`src/rtl/mem_arbiter_if.sv`:
```
// Cache-line memory port: read/write request with address and write data towards
// the target, one-cycle completion pulse and read data back to the initiator.
interface mem_arbiter_if #(
  parameter int unsigned ADDR_WIDTH = 16,
  parameter int unsigned DATA_WIDTH = 128
);
  logic                  read;
  logic                  write;
  logic [ADDR_WIDTH-1:0] address;
  logic [DATA_WIDTH-1:0] wdata;
  logic                  resp;
  logic [DATA_WIDTH-1:0] rdata;

  modport master (
    output read, write, address, wdata,
    input  resp, rdata
  );

  modport slave (
    input  read, write, address, wdata,
    output resp, rdata
  );
endinterface

```
`src/rtl/mem_arbiter.sv`:
```
// Round-robin merge of the I-fetch and data cache ports onto one single-port memory;
// each request is latched at grant and served to completion before the next grant.
module mem_arbiter #(
  parameter int unsigned ADDR_WIDTH = 16,
  parameter int unsigned DATA_WIDTH = 128
) (
  input  logic          clk,
  input  logic          rst_n,
  mem_arbiter_if.slave  cache_i,
  mem_arbiter_if.slave  cache_d,
  mem_arbiter_if.master pmem
);

  typedef enum logic [1:0] {
    IDLE     = 2'd0,
    SERVE_I  = 2'd1,
    SERVE_D  = 2'd2,
    COOLDOWN = 2'd3
  } state_e;

  typedef enum logic {
    SIDE_I = 1'b0,
    SIDE_D = 1'b1
  } side_e;

  state_e                state_q, state_d;
  side_e                 last_grant_q, last_grant_d;
  logic                  lat_read_q, lat_read_d;
  logic                  lat_write_q, lat_write_d;
  logic [ADDR_WIDTH-1:0] lat_addr_q, lat_addr_d;
  logic [DATA_WIDTH-1:0] lat_wdata_q, lat_wdata_d;
  logic [DATA_WIDTH-1:0] rdata_hold_i_q, rdata_hold_i_d;
  logic [DATA_WIDTH-1:0] rdata_hold_d_q, rdata_hold_d_d;

  logic req_i, req_d;
  logic grant_i, grant_d;
  logic serving;
  logic resp_i, resp_d;

  assign req_i = cache_i.read | cache_i.write;
  assign req_d = cache_d.read | cache_d.write;

  // On a tie the side that did not win the previous grant goes first.
  assign grant_i = req_i & (~req_d | (last_grant_q == SIDE_D));
  assign grant_d = req_d & ~grant_i;

  always_comb begin
    state_d        = state_q;
    last_grant_d   = last_grant_q;
    lat_read_d     = lat_read_q;
    lat_write_d    = lat_write_q;
    lat_addr_d     = lat_addr_q;
    lat_wdata_d    = lat_wdata_q;
    rdata_hold_i_d = rdata_hold_i_q;
    rdata_hold_d_d = rdata_hold_d_q;

    case (state_q)
      IDLE: begin
        if (grant_i) begin
          state_d      = SERVE_I;
          last_grant_d = SIDE_I;
          lat_write_d  = cache_i.write;
          lat_read_d   = cache_i.read & ~cache_i.write;
          lat_addr_d   = cache_i.address;
          lat_wdata_d  = cache_i.wdata;
        end else if (grant_d) begin
          state_d      = SERVE_D;
          last_grant_d = SIDE_D;
          lat_write_d  = cache_d.write;
          lat_read_d   = cache_d.read & ~cache_d.write;
          lat_addr_d   = cache_d.address;
          lat_wdata_d  = cache_d.wdata;
        end
      end
      SERVE_I: begin
        if (pmem.resp) begin
          state_d        = COOLDOWN;
          rdata_hold_i_d = pmem.rdata;
        end
      end
      SERVE_D: begin
        if (pmem.resp) begin
          state_d        = COOLDOWN;
          rdata_hold_d_d = pmem.rdata;
        end
      end
      COOLDOWN: state_d = IDLE;
      default:  state_d = IDLE;
    endcase
  end

  always_ff @(posedge clk) begin
    if (!rst_n) begin
      state_q        <= IDLE;
      last_grant_q   <= SIDE_D;
      lat_read_q     <= 1'b0;
      lat_write_q    <= 1'b0;
      lat_addr_q     <= '0;
      lat_wdata_q    <= '0;
      rdata_hold_i_q <= '0;
      rdata_hold_d_q <= '0;
    end else begin
      state_q        <= state_d;
      last_grant_q   <= last_grant_d;
      lat_read_q     <= lat_read_d;
      lat_write_q    <= lat_write_d;
      lat_addr_q     <= lat_addr_d;
      lat_wdata_q    <= lat_wdata_d;
      rdata_hold_i_q <= rdata_hold_i_d;
      rdata_hold_d_q <= rdata_hold_d_d;
    end
  end

  assign serving = (state_q == SERVE_I) | (state_q == SERVE_D);

  assign pmem.write   = serving & lat_write_q;
  assign pmem.read    = serving & lat_read_q & ~lat_write_q;
  assign pmem.address = lat_addr_q;
  assign pmem.wdata   = lat_wdata_q;

  // Gated by rst_n so a completion that lands while reset is asserted is dropped.
  assign resp_i = rst_n & (state_q == SERVE_I) & pmem.resp;
  assign resp_d = rst_n & (state_q == SERVE_D) & pmem.resp;

  assign cache_i.resp  = resp_i;
  assign cache_d.resp  = resp_d;
  assign cache_i.rdata = resp_i ? pmem.rdata : rdata_hold_i_q;
  assign cache_d.rdata = resp_d ? pmem.rdata : rdata_hold_d_q;

  a_resp_exclusive : assert property (@(posedge clk) disable iff (!rst_n) !(resp_i && resp_d));
  a_pmem_op_exclusive : assert property (@(posedge clk) disable iff (!rst_n) !(pmem.read && pmem.write));

endmodule

```
`src/flat_wrapper.sv`:
```
// flat-port wrapper written by rule: the top's interface ports become plain ports
module mem_arbiter_flat 
#(
  parameter int unsigned ADDR_WIDTH = 16,
  parameter int unsigned DATA_WIDTH = 128
)
  (clk, rst_n, cache_i_read, cache_i_write, cache_i_address, cache_i_wdata, cache_i_resp, cache_i_rdata, cache_d_read, cache_d_write, cache_d_address, cache_d_wdata, cache_d_resp, cache_d_rdata, pmem_read, pmem_write, pmem_address, pmem_wdata, pmem_resp, pmem_rdata);
  mem_arbiter_if #(.ADDR_WIDTH(ADDR_WIDTH), .DATA_WIDTH(DATA_WIDTH)) cache_i_i ();
  mem_arbiter_if #(.ADDR_WIDTH(ADDR_WIDTH), .DATA_WIDTH(DATA_WIDTH)) cache_d_i ();
  mem_arbiter_if #(.ADDR_WIDTH(ADDR_WIDTH), .DATA_WIDTH(DATA_WIDTH)) pmem_i ();
  input  logic clk;
  input  logic rst_n;
  input wire logic [$bits(cache_i_i.read)-1:0] cache_i_read;
  input wire logic [$bits(cache_i_i.write)-1:0] cache_i_write;
  input wire logic [$bits(cache_i_i.address)-1:0] cache_i_address;
  input wire logic [$bits(cache_i_i.wdata)-1:0] cache_i_wdata;
  output wire logic [$bits(cache_i_i.resp)-1:0] cache_i_resp;
  output wire logic [$bits(cache_i_i.rdata)-1:0] cache_i_rdata;
  input wire logic [$bits(cache_d_i.read)-1:0] cache_d_read;
  input wire logic [$bits(cache_d_i.write)-1:0] cache_d_write;
  input wire logic [$bits(cache_d_i.address)-1:0] cache_d_address;
  input wire logic [$bits(cache_d_i.wdata)-1:0] cache_d_wdata;
  output wire logic [$bits(cache_d_i.resp)-1:0] cache_d_resp;
  output wire logic [$bits(cache_d_i.rdata)-1:0] cache_d_rdata;
  output wire logic [$bits(pmem_i.read)-1:0] pmem_read;
  output wire logic [$bits(pmem_i.write)-1:0] pmem_write;
  output wire logic [$bits(pmem_i.address)-1:0] pmem_address;
  output wire logic [$bits(pmem_i.wdata)-1:0] pmem_wdata;
  input wire logic [$bits(pmem_i.resp)-1:0] pmem_resp;
  input wire logic [$bits(pmem_i.rdata)-1:0] pmem_rdata;
  assign cache_i_i.read = cache_i_read;
  assign cache_i_i.write = cache_i_write;
  assign cache_i_i.address = cache_i_address;
  assign cache_i_i.wdata = cache_i_wdata;
  assign cache_i_resp = cache_i_i.resp;
  assign cache_i_rdata = cache_i_i.rdata;
  assign cache_d_i.read = cache_d_read;
  assign cache_d_i.write = cache_d_write;
  assign cache_d_i.address = cache_d_address;
  assign cache_d_i.wdata = cache_d_wdata;
  assign cache_d_resp = cache_d_i.resp;
  assign cache_d_rdata = cache_d_i.rdata;
  assign pmem_read = pmem_i.read;
  assign pmem_write = pmem_i.write;
  assign pmem_address = pmem_i.address;
  assign pmem_wdata = pmem_i.wdata;
  assign pmem_i.resp = pmem_resp;
  assign pmem_i.rdata = pmem_rdata;
  mem_arbiter #(.ADDR_WIDTH(ADDR_WIDTH), .DATA_WIDTH(DATA_WIDTH)) u_core (.clk(clk), .rst_n(rst_n), .cache_i(cache_i_i), .cache_d(cache_d_i), .pmem(pmem_i));
endmodule
```
`config.mk`:
```
export PLATFORM = sky130hd
export DESIGN_NAME = mem_arbiter_flat
export DESIGN_NICKNAME = d
export VERILOG_FILES = /design/src/rtl/mem_arbiter_if.sv /design/src/rtl/mem_arbiter.sv /design/src/flat_wrapper.sv
export SDC_FILE = /design/constraint.sdc
export NUM_CORES = 1
export LEC_CHECK = 0
export CAP_MARGIN = 30
export CORE_AREA = 2 2 325 327
export CTS_BUF_LIST = sky130_fd_sc_hd__clkbuf_8
export DETAILED_ROUTE_END_ITERATION = 16
export DIE_AREA = 0 0 327 329
export HOLD_SLACK_MARGIN = 0.08
export SYNTH_ARGS = -nofsm -noshare
export SYNTH_HDL_FRONTEND = slang
export SYNTH_SLANG_ARGS = --single-unit
```
`constraint.sdc`:
```
create_clock -name clk -period 1.8 [get_ports clk]
set_input_delay 0.36 -clock clk [delete_from_list [all_inputs] [get_ports clk]]
set_output_delay 0.36 -clock clk [all_outputs]
set_load 0.02 [all_outputs]
```
# [Word-level counts from Yosys, hierarchy flattened]
# Cells that the tools add are included.
[totals] reg_bits=405 output_inout_bits=404 word_cells=56
[classes] eq_ne=5 n_reduce_logical=7 n_bitwise=20 muxes=16
[op_table] op="$mux 128" count=4
[op_table] op="$mux 16" count=2
[op_table] op="$and 1x1->1" count=11
[op_table] op="$reduce_and 2->1" count=4
[op_table] op="$mux 1" count=6
[op_table] op="$mux 2" count=3
[op_table] op="$pmux 2 s3" count=1
[op_table] op="$not 1->1" count=5
[op_table] op="$eq 2x2->1 const B" count=2
[op_table] op="$or 1x1->1" count=4
[op_table] op="$ne 3x1->1 const B" count=1
[op_table] op="$eq 2x1->1 const B" count=1
[op_table] op="$logic_not 2->1" count=1
[op_table] op="$ne 2x1->1 const B" count=1
[op_table] op="$reduce_bool 2->1" count=1
[op_table] op="$reduce_or 2->1" count=1

# [Longest topological paths before layout]
# Gate-level depths: netlist of the first run.
[logic_depth] depth_word=9 mapped_depth=8

# [Worst setup path before layout of the first run]
# No wires, ideal clock.
[synth_path] kind="register to output" startpoint="register u_core.state_q[0]" endpoint="output cache_d_rdata[100]" stages_incl_launch_ff=8 setup_slack_ns=-0.031 arrival_time_ns=1.471 path_buffers=2 required_ns=1.440 path_cell_list="dfxtp_1 -> inv_1 -> ha_1 -> nand3_1 -> clkbuf_1 -> buf_1 -> nand2_1 -> nand2_1"
[synth_between] elab_chain_cells=4
[synth_lines] element="start, declared" line_no="mem_arbiter.sv:26" source="state_e state_q, state_d;"
[synth_lines] element="start signal, assigned" line_no="mem_arbiter.sv:103" source="state_q <= state_d;"
[synth_lines] element="$eq 2x2->1" line_no="mem_arbiter.sv:123" source="assign resp_d = rst_n & (state_q == SERVE_D) & pmem.resp;"
[synth_lines] element="$and 1x1->1 (2 in a row)" line_no="mem_arbiter.sv:123"
[synth_lines] element="$mux 128" line_no="mem_arbiter.sv:128" source="assign cache_d.rdata = resp_d ? pmem.rdata : rdata_hold_d_q;"
[synth_lines] element="end, declared" line_no="flat_wrapper.sv:24" source="output wire logic [$bits(cache_d_i.rdata)-1:0] cache_d_rdata;"
# No other way between the ends.

# [Worst setup path in the final report of the first run]
[layout_path] startpoint="register u_core.state_q[0]" endpoint="output cache_d_rdata[43]"
# Same word-level chain as after synthesis.

==> results of run 1 <==
## metal layers
layer  wire length [microns]  vias to the layer above
li1                        -                    10496
met1                   39900                    10185
met2                   46200                      925
met3                    9460                      160
met4                    3830                       12
met5                      86                        -
## cells by family after synthesis
family | synth area share
compound gates | 0.186
fa+ha+maj | 0.00291
buf+inv | 0.0553
flops | 0.471
mux | 0.00116
simple gates | 0.284
## cell type report
cell class	count	area [sq um]
antenna	9	22.5
clock buffer	94	1290
clock inverter	47	369
fill	11018	70900
inverter	5	38.8
multi-input combinational	1892	8970
sequential	405	8120
tap	1391	1740
timing repair buffer	1260	13000
## registers in the layout, indices dropped and copies added (netlist names)
signal                 count
u_core.last_grant_q        1
u_core.lat_read_q          1
u_core.lat_write_q         1
u_core.pmem.address       16
u_core.pmem.wdata        128
u_core.rdata_hold_d_q    128
u_core.rdata_hold_i_q    128
u_core.state_q             2
## path summary, 6_finish.rpt
check                                                start                         end  slack (ns)  cells after the start
worst max-delay path                     u_core.state_q[0]           cache_d_rdata[43]       -0.97                     11
worst min-delay path                    cache_d_wdata[113]      u_core.pmem.wdata[113]        0.21                      3
worst max register to register           u_core.state_q[0]   u_core.rdata_hold_d_q[95]       -0.19                     13
worst min register to register  u_core.rdata_hold_i_q[114]  u_core.rdata_hold_i_q[114]        0.44                      2
## worst max-delay path, stage by stage, from the launching register on
cell	delay, ns
dfxtp_4	0.36
inv_4	0.06
ha_4	0.18
nand3_4	0.13
inv_8	0.09
buf_12	0.14
buf_16	0.17
buf_12	0.12
buf_16	0.13
nand2_4	0.06
nand2_2	0.09
buf_6	0.12
## synthesized netlist by cell type, types with 2 or more instances
cell	n	area share
nor2_1	3	0.00065
buf_2	70	0.020
nand3_1	3	0.00087
buf_6	7	0.0046
mux2i_1	2	0.0012
nand2_1	1285	0.28
ha_1	4	0.0029
a21oi_1	144	0.042
clkbuf_1	93	0.020
o21ai_1	40	0.012
a21boi_0	4	0.0017
o21ai_0	250	0.073
a31oi_1	144	0.052
buf_4	14	0.0061
buf_1	13	0.0028
dfxtp_1	405	0.47
inv_1	5	0.0011
## where the power goes
group	leakage, nW	total (W)	switching (W)	internal, W
registers	3.32	0.0122	0.00119	0.0110
clock network	0.946	0.00993	0.00444	0.00549
logic	11.6	0.0209	0.0116	0.00931
total	15.9	0.0430	0.0172	0.0258
## through the flow
stage	setup TNS (ns)	power, W	utilization	hold slack (ns)
2_1_floorplan	-0.923	0.0211	-	0.423
3_3_place_gp	-337.40	0.0318	0.284	0.428
3_5_place_dp	-334.54	0.0319	0.284	0.433
4_1_cts	-308.33	0.0429	0.313	0.0869
5_1_grt	-321.06	0.0452	0.321	0.133
6_report	-244.66	0.0430	0.321	0.211
## timing repair
item | 4_1_cts | 5_1_grt
gates cloned | 15 | 6
resized for setup | 893 | 515
buffers inserted | 38 | 33
pin swaps | 43 | 48
endpoints found under the setup margin | 452 | 546
==> flow_metrics.py, run 1 <==
metrics = {
    "yosys": {
        "ys_seq_elements": 405,
        "netlist_area_sq_um": 17200,
        "yosys_warnings": 0,
        "yosysSeqAreaShare": 0.471,
        "synth-edff-count": 0,
        "syn_inst": 2499,
        "synth_cell_type_count": 30,
        "synth_nets": 2926,
        "synth-main-ff-cell": "dfxtp_1",
        "async_flop_share": 0,
        "synth_area_per_cell_sq_um": 6.88,
    },
    "drt": {
        "wire_per_inst_microns": 19.5,
        "drt_iter0_drc": 1407,
        "first_pass_iters": 5,
        "drc": 0,
        "drt-total-wl_mm": 99.5,
        "vias_per_cell": 4.27,
        "ant_nets": 0,
        "vias": 21778,
    },
    "grt": {
        "grt_pass1_wl_mm": 138,
        "grt_remaining_overflow": 0,
        "grt_max_degree": 68,
        "grtUsageMet2": 0.284,
        "grt.busiest_layer": "met2",
        "first_global_vias": 20577,
        "antenna_found_initial": 19,
        "grtUsageMet3": 0.0596,
        "grtUsageMet1": 0.206,
        "track_usage": 0.173,
    },
    "placed_design": {
        "place_area_sq_um": 29700,
        "gp_congestion": 0.918,
        "post-dp-hpwl_mm": 73.4,
        "place_inst": 4864,
        "place_ws_ns": -1.04,
        "port_buffers": 826,
    },
    "layout": {
        "fin_cells": 5103,
        "final_cell_area_sq_um": 33500,
        "drive_gt1_frac": 0.270,
        "final_common_cell": "nand2_1",
        "layout_common_cells": "1119 x nand2_1, 555 x clkdlybuf4s50_1, 408 x buf_4",
        "area_growth_syn_to_layout_pct": 94.9,
        "layout.nets": 4072,
    },
    "power_and_ir_drop": {
        "p_leak_nw": 15.9,
        "cellPowerDensity_nw_per_um2": 1280,
        "vdd_drop_max_uv": 807,
    },
    "job": {
        "drv_cap": 0,
    },
    "critical_path": {
        "cp-start-kind": "register",
        "crit_type": "register to output pin",
        "cp.required_ns": 1.44,
        "worstPathMaxFanout": 8,
        "critPathArrivalTime_ns": 2.41,
        "end_kind": "output pin",
    },
    "timing": {
        "max_freq_ghz": 0.361,
        "hold_violations": 0,
        "finalCritPeriodShare": 1.54,
        "final.min_clock_period_ns": 2.77,
        "setup_slack_ns": -0.971,
        "worstMarginPinSlew_ns": 0.641,
        "drv_slew": 0,
        "setup_viol": 484,
        "clock_skew_ns": 0.0374,
        "maxSlewHeadroom": 0.572,
        "rsz0062_at_grt": "yes",
    },
    "floorplan": {
        "num_rows": 119,
        "die_w_microns": 327,
        "initial_core_util": 0.165,
        "dieHeight_microns": 329,
        "die-area_sq_um": 108000,
        "core-area_sq_um": 104000,
        "io_pins": 827,
    },
    "clock_tree": {
        "cts_num_sinks": 405,
        "holdBufCountCts": 0,
        "htree_num_levels": 3,
        "cts_root_buffer": "clkbuf_8",
        "tritoncts": "built",
        "cts_buffers": 81,
        "clk_pin_slew_ns": 0.06,
        "cts_max_path_buffers": 3,
        "insertion_delay_ns": 0.70,
    },
    "run_status": {
        "status": "finished, violations left",
        "violations": "setup timing",
    },
    "worst_hold_path": {
        "worst_hold_path_type": "input port to register",
    },
}
No activity file was read; power rests on OpenSTA's default activity.
==> run 2: changes to the inputs <==
- SKIP_CTS_REPAIR_TIMING: unset -> 1
==> flow_metrics.py, run 2 (synthesis results as in run 1) <==
metrics = {
    "drt": {
        "vias_per_cell": 4.26,
        "ant_nets": 0,
        "drt_iter0_drc": 1292,
        "vias": 21604,
        "drc": 0,
        "wire_per_inst_microns": 19.6,
        "drt-total-wl_mm": 99.2,
        "first_pass_iters": 5,
    },
    "timing": {
        "rsz0062_at_grt": "yes",
        "drv_slew": 0,
        "clock_skew_ns": 0.0389,
        "maxSlewHeadroom": 0.568,
        "fin_hold_ws_ns": 0.211,
        "max_freq_ghz": 0.370,
        "worstMarginPinSlew_ns": 0.648,
        "tns_ns": -247.59,
        "finalCritPeriodShare": 1.50,
        "setup_slack_ns": -0.906,
        "final.min_clock_period_ns": 2.71,
        "hold_violations": 0,
        "setup_viol": 485,
    },
    "critical_path": {
        "crit_family": "buffers and inverters",
        "crit_type": "register to output pin",
        "crit_chain": "inv_4 -> ha_4 -> nand3_4 -> buf_12 -> buf_16 -> clkbuf_16 -> nand2_1 -> nand2_2 -> buf_12",
        "cp-start-kind": "register",
        "worstPathMaxFanout": 8,
        "cpMostUsedCell": "buf_12",
        "critPathArrivalTime_ns": 2.35,
        "end_kind": "output pin",
        "cp_slowest_cell": "dfxtp_4",
        "critPathMaxStageDelay_ns": 0.36,
        "worst-path-buf-inv": 5,
        "cp.required_ns": 1.44,
    },
    "layout": {
        "final-seq-area_sq_um": 8120,
        "fin_util": 0.316,
        "nFillCells": 11095,
        "layout.nets": 4044,
        "layout_common_cells": "1147 x nand2_1, 555 x clkdlybuf4s50_1, 403 x dfxtp_1",
        "final_common_cell": "nand2_1",
        "area_growth_syn_to_layout_pct": 91.8,
        "drive_gt1_frac": 0.239,
        "multi_input_area_sq_um": 8830,
    },
    "placed_design": {
        "gp_congestion": 0.918,
        "place_ws_ns": -1.04,
        "port_buffers": 826,
        "post-dp-hpwl_mm": 73.4,
    },
    "grt": {
        "grt_pass1_wl_mm": 132,
        "grt_remaining_overflow": 0,
        "first_global_vias": 20016,
        "antenna_found_initial": 20,
        "grt_max_degree": 68,
        "track_usage": 0.164,
    },
    "run_status": {
        "status": "finished, violations left",
        "violations": "setup timing",
    },
    "power_and_ir_drop": {
        "vdd_drop_max_uv": 808,
        "p_leak_nw": 16.6,
        "cellPowerDensity_nw_per_um2": 1290,
    },
    "worst_hold_path": {
        "worst_hold_path_type": "input port to register",
    },
    "clock_tree": {
        "htree_num_levels": 3,
        "cts_root_buffer": "clkbuf_8",
        "cts_buffers": 81,
        "cts_max_path_buffers": 3,
        "clk_pin_slew_ns": 0.06,
        "insertion_delay_ns": 0.70,
        "tritoncts": "built",
        "cts_num_sinks": 405,
    },
    "floorplan": {
        "initial_core_util": 0.165,
        "io_pins": 827,
        "die-area_sq_um": 108000,
        "core-area_sq_um": 104000,
        "die_w_microns": 327,
        "dieHeight_microns": 329,
        "num_rows": 119,
    },
    "job": {
        "drv_cap": 0,
    },
}
run 2: cell count changes in the layout (fill, tap and decap cells not counted), sizes merged, moves of 2 or more:
cell / before / now
diode: 9 / 7
clkbuf: 110 / 148
dlymetal6s2s: 0 / 70
buf: 671 / 553
inv: 35 / 33
clkinv: 9 / 11
clkdlybuf4s15: 12 / 0
dlygate4sd2: 5 / 0
run 2: metrics by stage:
step / std cells / total power (W) / area (sq um)
finish: 5073 / 0.0426 / 33000
global route: 5068 / 0.0448 / 33000
global placement: 4864 / 0.0318 / 29700
floorplan: 2499 / 0.0211 / 17200
detailed placement: 4864 / 0.0319 / 29700
CTS: 5005 / 0.0422 / 31400
run 2: final timing paths:
path,startpoint,slack [ns],to,cells after the start
worst max-delay path,u_core.state_q[0],-0.91,cache_d_rdata[61],9
worst max register to register,u_core.state_q[0],-0.09,u_core.pmem.wdata[65],8
worst min-delay path,cache_d_wdata[113],0.21,u_core.pmem.wdata[113],3
worst min register to register,u_core.rdata_hold_i_q[120],0.44,u_core.rdata_hold_i_q[120],2
run 2: cell type report:
class / instances / share of cell area
clock buffer: 94 / 0.0392
clock inverter: 47 / 0.0112
multi-input combinational: 1892 / 0.268
tap: 1391 / 0.0528
timing repair buffer: 1232 / 0.381
sequential: 405 / 0.246
inverter: 5 / 0.00148
antenna: 7 / 0.000531
run 2: worst reg2reg max path, delay by kind of cell (launching register included):
kind	cells	cell delay, ns
AOI/OAI and AO/OA	3	0.65
buffers and inverters	4	0.50
DFF	1	0.36
adders and majority gates	1	0.28
run 2: routing by layer:
| layer | part of all wire | vias up | track usage |
|---|---|---|---|
| li1 | - | 10459 | - |
| met1 | 0.41 | 10056 | 0.196 |
| met2 | 0.46 | 902 | 0.269 |
| met3 | 0.088 | 175 | 0.0584 |
| met4 | 0.038 | 12 | 0.0633 |
| met5 | 0.00091 | - | 0 |
run 2: where the power goes:
group	leakage [nW]	internal, W	switching (W)	total, W
combinational	12.3	0.00898	0.0114	0.0204
clock	0.946	0.00550	0.00441	0.00991
sequential	3.32	0.0110	0.00123	0.0123
==> run 3: changes to the inputs <==
- SKIP_LAST_GASP: unset -> 1
==> flow_metrics.py, run 3 (synthesis results as in run 1) <==
metrics = {
    "run_status": {
        "status": "finished, violations left",
        "violations": "setup timing",
    },
    "critical_path": {
        "cp.required_ns": 1.44,
        "setup.worst_path.start": "u_core.state_q[1]",
        "cpMostUsedCell": "buf_12",
        "crit_type": "register to output pin",
        "worstPathMaxFanout": 14,
        "timing.rr.start": "u_core.state_q[0]",
        "endpoint": "cache_i_rdata[74]",
        "cp-start-kind": "register",
        "cp_slowest_cell": "dfxtp_4",
        "critPathArrivalTime_ns": 2.35,
        "end_kind": "output pin",
        "reg2regPathDepth": 8,
        "reg2reg_slack_ns": -0.09,
        "crit_chain": "inv_4 -> ha_4 -> nand3_4 -> buf_12 -> buf_16 -> buf_12 -> nand2_1 -> nand2_2 -> buf_12",
        "r2r-end": "u_core.pmem.wdata[65]",
        "critPathMaxStageDelay_ns": 0.36,
    },
    "layout": {
        "final-seq-area_sq_um": 8120,
        "final_cell_area_sq_um": 33000,
        "layout.nets": 4044,
        "multi_input_area_sq_um": 8780,
        "layout_common_cells": "1162 x nand2_1, 555 x clkdlybuf4s50_1, 403 x dfxtp_1",
        "drive_gt1_frac": 0.227,
        "fin_util": 0.316,
        "nFillCells": 11078,
        "final_common_cell": "nand2_1",
        "area_growth_syn_to_layout_pct": 91.9,
    },
    "timing": {
        "hold_violations": 0,
        "drv_slew": 0,
        "clock_skew_ns": 0.0419,
        "finalCritPeriodShare": 1.51,
        "worstMarginPinSlew_ns": 0.635,
        "max_freq_ghz": 0.369,
        "maxSlewHeadroom": 0.576,
        "final.min_clock_period_ns": 2.71,
        "setup_viol": 481,
        "rsz0062_at_grt": "yes",
        "setup_slack_ns": -0.910,
    },
    "power_and_ir_drop": {
        "vdd_drop_max_uv": 810,
        "cellPowerDensity_nw_per_um2": 1290,
        "p_leak_nw": 17.0,
    },
    "floorplan": {
        "initial_core_util": 0.165,
        "core-area_sq_um": 104000,
        "die_w_microns": 327,
        "dieHeight_microns": 329,
        "io_pins": 827,
        "num_rows": 119,
        "die-area_sq_um": 108000,
    },
    "grt": {
        "grt_remaining_overflow": 0,
        "antenna_found_initial": 20,
        "first_global_vias": 20016,
        "grt_pass1_wl_mm": 132,
        "track_usage": 0.164,
        "grt_max_degree": 68,
    },
    "drt": {
        "wire_per_inst_microns": 19.6,
        "vias": 21600,
        "drt_iter0_drc": 1353,
        "vias_per_cell": 4.26,
        "drc": 0,
        "drt-total-wl_mm": 99.3,
        "ant_nets": 0,
        "first_pass_iters": 6,
    },
    "clock_tree": {
        "cts_num_sinks": 405,
        "cts_buffers": 81,
        "insertion_delay_ns": 0.71,
        "tritoncts": "built",
        "clk_pin_slew_ns": 0.06,
        "htree_num_levels": 3,
        "cts_root_buffer": "clkbuf_8",
        "cts_max_path_buffers": 3,
    },
    "placed_design": {
        "gp_congestion": 0.918,
        "port_buffers": 826,
        "post-dp-hpwl_mm": 73.4,
        "place_area_sq_um": 29700,
    },
    "worst_hold_path": {
        "holdPathStages": 3,
        "worst_hold_path_type": "input port to register",
        "hold_start": "cache_d_wdata[113]",
    },
    "job": {
        "drv_cap": 0,
    },
}
run 3: cell types whose count changed in the layout (fill, tap and decap cells not counted), sizes merged:
| cell | previous run | this run |
|---|---|---|
| clkbuf | 148 | 156 |
| dlymetal6s2s | 70 | 101 |
| buf | 553 | 514 |
run 3: how the worst min path moves through the flow:
stage / end / slack [ns]
final: u_core.pmem.wdata[113] / 0.21
after floorplan: u_core.rdata_hold_d_q[0] / 0.42
after detailed placement: u_core.rdata_hold_i_q[88] / 0.43
after global routing: u_core.pmem.wdata[125] / 0.13
after CTS: u_core.pmem.address[15] / 0.09
after global placement: u_core.rdata_hold_d_q[124] / 0.43
run 3: layout make-up:
type,instances,area share
tap,1391,0.0527
sequential,405,0.246
inverter,5,0.00148
clock buffer,94,0.0392
multi-input combinational,1892,0.266
timing repair buffer,1232,0.383
antenna,7,0.000531
clock inverter,47,0.0112
run 3: power breakdown:
group	internal, W	switching [W]	total, W	leakage (nW)
sequential	0.0110	0.00123	0.0123	3.32
combinational	0.00895	0.0114	0.0203	12.7
clock	0.00549	0.00441	0.00991	0.946
run 3: worst max-delay path, delay by kind of cell, from the launching register on:
kind / cells / cell delay (ns)
adder cells (fa/ha/maj): 1 / 0.18
buffers and inverters: 5 / 0.74
flip-flops: 1 / 0.36
AND/OR/NAND/NOR: 3 / 0.33
run 3: stage by stage:
| stage | cells | TNS, ns | setup slack [ns] | hold slack, ns | power, W |
|---|---|---|---|---|---|
| after floorplan | 2499 | -0.923 | -0.0231 | 0.423 | 0.0211 |
| after global placement | 4864 | -337.40 | -1.04 | 0.428 | 0.0318 |
| after detailed placement | 4864 | -334.54 | -1.04 | 0.433 | 0.0319 |
| after CTS | 5005 | -447.42 | -1.66 | 0.0869 | 0.0422 |
| after global routing | 5068 | -329.51 | -1.07 | 0.134 | 0.0447 |
| final | 5073 | -251.98 | -0.910 | 0.206 | 0.0425 |
run 3: routing by layer:
metal | wire [microns] | share of wire | vias up | global-route usage
met5 | 90 | 0.00091 | - | 0
met4 | 3800 | 0.038 | 12 | 0.0633
met3 | 9140 | 0.092 | 178 | 0.0584
met2 | 45900 | 0.46 | 943 | 0.269
met1 | 40300 | 0.41 | 10021 | 0.196
li1 | - | - | 10446 | -
